**config.mk**
```make
export PLATFORM = sky130hd
export DESIGN_NAME = traffic_phase_sched
export DESIGN_NICKNAME = d
export VERILOG_FILES = /design/src/rtl/traffic_pkg.sv /design/src/rtl/phase_timer.sv /design/src/rtl/traffic_phase_sched.sv
export SDC_FILE = /design/constraint.sdc
export NUM_CORES = 1
export LEC_CHECK = 0
export ABC_AREA = 1
export CAP_MARGIN = 20
export CELL_PAD_IN_SITES_DETAIL_PLACEMENT = 0
export CELL_PAD_IN_SITES_GLOBAL_PLACEMENT = 2
export CORE_ASPECT_RATIO = 1.25
export CORE_MARGIN = 5
export CORE_UTILIZATION = 33
export DETAILED_ROUTE_END_ITERATION = 10
export PLACE_DENSITY = 0.84
export SETUP_SLACK_MARGIN = 0.3
export SLEW_MARGIN = 20
export SYNTH_ARGS = -nofsm -noshare
export SYNTH_HDL_FRONTEND = slang
export SYNTH_SLANG_ARGS = --single-unit
```
**constraint.sdc**
```tcl
create_clock -name clk -period 4.9 [get_ports clk]
set_clock_uncertainty 0.2 [all_clocks]
set_input_delay 0.98 -clock clk [delete_from_list [all_inputs] [get_ports clk]]
set_output_delay 0.98 -clock clk [all_outputs]
set_load 0.02 [all_outputs]
```
**src/rtl/traffic_pkg.sv**
```systemverilog
// Shared types for the traffic phase scheduler.
// Phase encoding, cfg_sel codes and saturating add.
package traffic_pkg;

  typedef enum logic [2:0] {
    ALLRED = 3'd0,
    S0     = 3'd1,
    S1     = 3'd2,
    S2     = 3'd3,
    S3     = 3'd4,
    FLASH  = 3'd5
  } phase_e;

  localparam logic [1:0] CFG_G1 = 2'd0;
  localparam logic [1:0] CFG_G2 = 2'd1;
  localparam logic [1:0] CFG_Y  = 2'd2;
  localparam logic [1:0] CFG_AR = 2'd3;

  // a+b clamped to 2^w-1; w up to 16
  function automatic logic [15:0] sat_add(
    input logic [15:0] a,
    input logic [15:0] b,
    input int unsigned w
  );
    logic [16:0] s;
    logic [16:0] mx;
    s  = {1'b0, a} + {1'b0, b};
    mx = (17'd1 << w) - 17'd1;
    return (s > mx) ? mx[15:0] : s[15:0];
  endfunction

endpackage

```
**src/rtl/phase_timer.sv**
```systemverilog
// Tick-enabled loadable down counter with pedestrian clamp.
// Ports: clk, rs_n, load/value, tick, trunc/trunc_val -> cnt, zero.
module phase_timer #(
  parameter int           W       = 8,
  parameter logic [W-1:0] RST_VAL = '0
) (
  input  logic         clk,
  input  logic         rs_n,
  input  logic         load,
  input  logic [W-1:0] value,
  input  logic         tick,
  input  logic         trunc,
  input  logic [W-1:0] trunc_val,
  output logic [W-1:0] cnt,
  output logic         zero
);

  logic [W-1:0] dec;

  assign zero = (cnt == '0);
  assign dec  = (tick && !zero) ? cnt - W'(1) : cnt;

  always_ff @(posedge clk or negedge rs_n) begin
    if (!rs_n) begin
      cnt <= RST_VAL;
    end else if (load) begin
      cnt <= value;
    end else if (trunc) begin
      // clamp applies on top of a coincident tick
      cnt <= (dec < trunc_val) ? dec : trunc_val;
    end else begin
      cnt <= dec;
    end
  end

endmodule

```
**src/rtl/traffic_phase_sched.sv**
```systemverilog
// Two-road phase scheduler; optional TRAFFIC_NIGHT_FLASH_EN adds night/FLASH.
// Ports: tick, cfg_*, ped_req -> lamps X/V/D, remain1/2, phase, ped_pend.
module traffic_phase_sched
  import traffic_pkg::*;
#(
  parameter int CNT_W   = 8,
  parameter int G1_DEF  = 15,
  parameter int G2_DEF  = 15,
  parameter int Y_DEF   = 5,
  parameter int AR_DEF  = 2,
  parameter int PED_MAX = 4
) (
  input  logic             clk,
  input  logic             rs_n,
  input  logic             tick,
  input  logic             cfg_we,
  input  logic [1:0]       cfg_sel,
  input  logic [CNT_W-1:0] cfg_data,
  input  logic             ped_req,
`ifdef TRAFFIC_NIGHT_FLASH_EN
  input  logic             night,
`endif
  output logic             X1,
  output logic             V1,
  output logic             D1,
  output logic             X2,
  output logic             V2,
  output logic             D2,
  output logic [CNT_W-1:0] remain1,
  output logic [CNT_W-1:0] remain2,
  output logic [2:0]       phase,
  output logic             ped_pend
);

  localparam logic [CNT_W-1:0] PED_M1 = CNT_W'(PED_MAX - 1);
  localparam logic [CNT_W-1:0] AR_RST =
    (AR_DEF > 0) ? CNT_W'(AR_DEF - 1) : '0;

  // a stored 0 behaves as a 1-tick duration
  function automatic logic [CNT_W-1:0] dm1(
    input logic [CNT_W-1:0] d
  );
    return (d == '0) ? '0 : d - CNT_W'(1);
  endfunction

  logic [CNT_W-1:0] g1_q, g2_q, y_q, ar_q;
  phase_e           state_q, state_d;
  logic             load;
  logic [CNT_W-1:0] load_val;
  logic [CNT_W-1:0] cnt;
  logic             zero;
  logic             adv;
  logic             trunc;
  logic             enter_s2;
  logic             ped_q;
  logic [CNT_W-1:0] y_eff;
  logic [CNT_W-1:0] base;
  logic [CNT_W-1:0] plus;

  always_ff @(posedge clk or negedge rs_n) begin
    if (!rs_n) begin
      g1_q <= CNT_W'(G1_DEF);
      g2_q <= CNT_W'(G2_DEF);
      y_q  <= CNT_W'(Y_DEF);
      ar_q <= CNT_W'(AR_DEF);
    end else if (cfg_we) begin
      unique case (cfg_sel)
        CFG_G1: g1_q <= cfg_data;
        CFG_G2: g2_q <= cfg_data;
        CFG_Y:  y_q  <= cfg_data;
        CFG_AR: ar_q <= cfg_data;
      endcase
    end
  end

  assign adv = tick & zero;

  always_ff @(posedge clk or negedge rs_n) begin
    if (!rs_n) state_q <= ALLRED;
    else       state_q <= state_d;
  end

  always_comb begin
    state_d  = state_q;
    load     = 1'b0;
    load_val = '0;
    unique case (state_q)
      ALLRED: if (adv) begin
        state_d = S0; load = 1'b1; load_val = dm1(g1_q);
      end
      S0: if (adv) begin
        state_d = S1; load = 1'b1; load_val = dm1(y_q);
      end
      S1: if (adv) begin
        state_d = S2; load = 1'b1; load_val = dm1(g2_q);
      end
      S2: if (adv) begin
        state_d = S3; load = 1'b1; load_val = dm1(y_q);
      end
      S3: if (adv) begin
        state_d = S0; load = 1'b1; load_val = dm1(g1_q);
      end
`ifdef TRAFFIC_NIGHT_FLASH_EN
      FLASH: if (tick && !night) begin
        state_d = ALLRED; load = 1'b1; load_val = dm1(ar_q);
      end
`endif
      default: begin
        state_d = ALLRED; load = 1'b1; load_val = dm1(ar_q);
      end
    endcase
`ifdef TRAFFIC_NIGHT_FLASH_EN
    if (night && tick && state_q != FLASH) begin
      state_d  = FLASH;
      load     = 1'b1;
      load_val = '0;
    end
`endif
  end

  // request in the S2-entry cycle wins over the clear
  assign enter_s2 = (state_d == S2) && (state_q != S2);

  always_ff @(posedge clk or negedge rs_n) begin
    if (!rs_n) ped_q <= 1'b0;
    else       ped_q <= ped_req | (ped_q & ~enter_s2);
  end

  // once clamped, cnt <= PED_M1 so it fires once per S0 visit
  assign trunc = (state_q == S0) && ped_q && (cnt > PED_M1);

  phase_timer #(
    .W       (CNT_W),
    .RST_VAL (AR_RST)
  ) u_timer (
    .clk       (clk),
    .rs_n      (rs_n),
    .load      (load),
    .value     (load_val),
    .tick      (tick),
    .trunc     (trunc),
    .trunc_val (PED_M1),
    .cnt       (cnt),
    .zero      (zero)
  );

`ifdef TRAFFIC_NIGHT_FLASH_EN
  logic flash_q;
  always_ff @(posedge clk or negedge rs_n) begin
    if (!rs_n)                 flash_q <= 1'b0;
    else if (state_q != FLASH) flash_q <= 1'b0;
    else if (tick)             flash_q <= ~flash_q;
  end
`endif

  always_comb begin
    {X1, V1, D1, X2, V2, D2} = 6'b000000;
    unique case (state_q)
      S0: {X1, D2} = 2'b11;
      S1: {V1, D2} = 2'b11;
      S2: {D1, X2} = 2'b11;
      S3: {D1, V2} = 2'b11;
`ifdef TRAFFIC_NIGHT_FLASH_EN
      FLASH: begin
        V1 = flash_q;
        V2 = flash_q;
      end
`endif
      default: {D1, D2} = 2'b11;
    endcase
  end

  assign y_eff = (y_q == '0) ? CNT_W'(1) : y_q;
  assign base  = CNT_W'(sat_add(16'(cnt), 16'd1, CNT_W));
  assign plus  = CNT_W'(sat_add(16'(base), 16'(y_eff), CNT_W));

  always_comb begin
    remain1 = base;
    remain2 = base;
    if (state_q == S2) remain1 = plus;
    if (state_q == S0) remain2 = plus;
`ifdef TRAFFIC_NIGHT_FLASH_EN
    if (state_q == FLASH) begin
      remain1 = '0;
      remain2 = '0;
    end
`endif
  end

  assign phase    = state_q;
  assign ped_pend = ped_q;

endmodule

```
==> impl_metrics.json <==
{
  "cts.path.max_buffers": 2,
  "core_um2": 11100,
  "cp_cell_sequence": "inv_4 -> ha_4 -> inv_2 -> nor3_2 -> nand2_1 -> nor3_4 -> nand3b_4 -> buf_6 -> nand3b_4 -> ha_4 -> inv_4 -> nor2_4 -> nor2_2 -> o21bai_2 -> buf_6 -> a31oi_4 -> nor2b_4 -> o21ai_2 -> buf_6",
  "clock_sinks": 44,
  "synth_top_area_share_pct": 21.3,
  "postRouteAntennaNets": 0,
  "root_buffer": "clkbuf_16",
  "synth_compound_area_share_pct": 13.4,
  "layout_min_cycle_time_ns": 4.55,
  "die_w_um": 105,
  "drive_gt1_share_pct": 20.3,
  "muxShareOfSynthArea_pct": 0,
  "synth_area_um2": 3750,
  "grt_pass1_wl_um": 16900,
  "synth_xor_area_share_pct": 6.07,
  "crit_path_frequent_cell": "buf_6",
  "routed_wl_um": 10300,
  "finalSetupViolations": 0,
  "row_count": 43,
  "syn2layout_area_growth_pct": 26.7,
  "grt_pass1_vias": 3336,
  "synthTopCellsByArea": "dfrtp_1 (21%), nand2_1 (15%), dfstp_2 (8.4%)",
  "crit_type": "register to output pin",
  "cp_slowest_cell": "dfstp_2",
  "crit_path_end_kind": "output pin",
  "ys_seq_area_share_pct": 29.8,
  "syn_inst": 530,
  "fin_area_um2": 4750,
  "die_h_um": 129,
  "grt.total_usage_pct": 15.6,
  "relSlewSlack_pct": 61.4,
  "cp.required_ns": 3.72,
  "peakVddDrop_mv": 0.217,
  "setup-tns-final_ns": 0,
  "avgSynthCellArea_um2": 7.08,
  "start_util_pct": 33.7,
  "p_total_mw": 2.75,
  "cts_buffers": 5,
  "dieArea_um2": 13600,
  "clock_latency_ns": 0.29,
  "htree_num_levels": 2,
  "ys_seq_elements": 44,
  "dpl_worst_slack_ns": -0.0176,
  "grt-ovfl-total": 0,
  "dpl_cell_area_um2": 4320,
  "drt-pass1-iter-count": 4,
  "yosys.area_share.simple_pct": 34.8,
  "synthAdderAreaFrac_pct": 6.87,
  "max_freq_mhz": 220,
  "viasPerCell": 4.76,
  "antenna_found_initial": 0,
  "place_congestion": 0.825,
  "synthArstFlopShare_pct": 100,
  "worstPathArrival_ns": 3.37,
  "cp.depth": 19,
  "p_leak_nw": 2.37,
  "status": "complete, no violations",
  "yosysUniqueCellTypes": 47,
  "finalHoldViolations": 0,
  "synth_flop_cell": "dfrtp_1",
  "place_hpwl_um": 8370,
  "vias": 3415,
  "drcViolationCount": 0,
  "critPathBufInv": 6,
  "maxCapViolations": 0,
  "synth_top_family_by_area": "simple AND/OR/NAND/NOR gates",
  "rr_worst_depth": 10,
  "portBuffers": 40,
  "yosys_warnings": 0,
  "min_period_over_period_pct": 92.8,
  "layout.nets": 616,
  "crit_path_start_kind": "register",
  "synth_edf_count": 0,
  "rsz0062_at_grt": "true",
  "cts_tree": "built",
  "fin_hold_ws_ns": 0.301,
  "drt-initial-drc-count": 118,
  "worstHoldPathCells": 2,
  "yosysTopAreaCell": "dfrtp_1",
  "n_antenna_cell": 0,
  "synth_nets": 565,
  "slowest_delay_ns": 0.61,
  "post_drt_wl_per_cell_um": 14.4,
  "grt_max_degree": 45,
  "cp_max_fo": 5,
  "fin_ws_ns": 0.355,
  "slew_viol_final": 0,
  "critical_path.top_delay_family": "simple AND/OR/NAND/NOR gates",
  "io_pins": 41,
  "worstMarginPinSlew_ns": 0.580,
  "p_per_area_nw_per_um2": 578,
  "path_clk_slew_ns": 0.07,
  "min_path_type": "register to register"
}
## cell usage after synthesis, types with 3 or more instances
cell type,number
nand2_1,150
inv_1,64
o21ai_0,45
nor2_1,39
dfrtp_1,32
nand3_1,32
ha_1,19
xor2_1,17
a21oi_1,14
dfstp_2,12
clkbuf_1,11
xnor2_1,9
nand4_1,7
nor3_1,7
inv_2,6
nor2_2,5
o211ai_1,5
o21ai_1,5
nand3_2,4
nor2_4,4
a31oi_1,3
nand2_2,3
nand2_4,3
o221ai_1,3
## cells by family after synthesis
family,count (synthesis)
xor gates and xnor gates,26
and+or+nand+nor,267
DFF,44
AOI/OAI and AO/OA,86
buffers and inverters,87
adders and majority gates,20
## worst paths after layout
path                                          start                  endpoint  slack, ns
setup / recovery           u_timer.cnt[0]$_DFF_PN1_                remain1[0]       0.35
hold / removal                   y_q[0]$_DFFE_PN1P_        y_q[0]$_DFFE_PN1P_       0.30
setup reg to reg                 y_q[0]$_DFFE_PN1P_  u_timer.cnt[7]$_DFF_PN0_       2.71
hold reg to reg                  y_q[0]$_DFFE_PN1P_        y_q[0]$_DFFE_PN1P_       0.30
max in group asynchronous                      rs_n       ar_q[6]$_DFFE_PN0P_       3.62
min in group asynchronous                      rs_n        y_q[1]$_DFFE_PN0P_       0.48
## power by group
part	switching [mW]	internal, mW	leakage (nW)
registers	0.120	0.450	0.524
logic	1.04	0.734	1.77
clock network	0.156	0.243	0.0804
total	1.32	1.43	2.37
## flip-flops by register name (all words and copies together), names as in the netlist
name,flops
ped_pend,1
u_timer.cnt,8
g2_q,8
y_q,8
g1_q,8
phase,3
ar_q,8
## timing repair
item	4_1_cts	5_1_grt
pin swaps	4	14
hold buffers	0	0
gates resized for setup	71	43
gates cloned	1	0
setup buffers	3	5
endpoints found under the setup margin	16	16
## per-stage QoR
stage,instances,utilization (%)
6_report,717,42.7
3_5_place_dp,700,38.8
5_1_grt,717,42.7
3_3_place_gp,700,38.8
4_1_cts,712,41.4
2_1_floorplan,530,-
## layer usage
layer  GRT usage (%)  wire, um
met1            19.3      4580
met2            28.0      5210
met3            2.69       330
met4            3.94       191
met5               0         0
## cells in the final DEF, fill, tap and decap left out, types with 3 or more instances in the layout
cell	n
o21ai_1	5
a31oi_1	3
xnor2_1	9
buf_2	4
clkdlybuf4s15_2	5
nor2_4	5
nor2_1	37
inv_2	7
ha_4	4
nor2_2	6
xor2_1	14
clkbuf_16	5
ha_1	15
buf_6	9
nand3_2	4
dfstp_2	12
nand3_4	3
nand2_4	4
nand2_2	4
o21ai_2	3
o21ai_0	42
nor3_1	6
dfrtp_1	32
nand4_1	7
inv_1	61
clkdlybuf4s50_1	23
nand2_1	148
o221ai_1	3
nand3_1	31
a21oi_1	13
o211ai_1	5
buf_4	16
## worst reg2reg max path, cell delays in order, from the launching register on
cell and delay, ns:
dfstp_2 0.54, inv_1 0.08, ha_1 0.20, nand3_1 0.09, nor2_1 0.07, nor2_1 0.34, a21boi_0 0.22, o21ai_1 0.11
nand3_1 0.11, nand2_1 0.10, nand2_1 0.07
## cell type report
| class | count | area (um2) |
|---|---|---|
| Fill cell | 1166 | 6380 |
| Multi-Input combinational cell | 400 | 2490 |
| Sequential cell | 44 | 1120 |
| Timing Repair Buffer | 58 | 533 |
| Inverter | 72 | 275 |
| Tap cell | 135 | 169 |
| Clock buffer | 5 | 125 |
| Clock inverter | 3 | 46.3 |
Note: power is estimated with default switching activity, not from simulation.
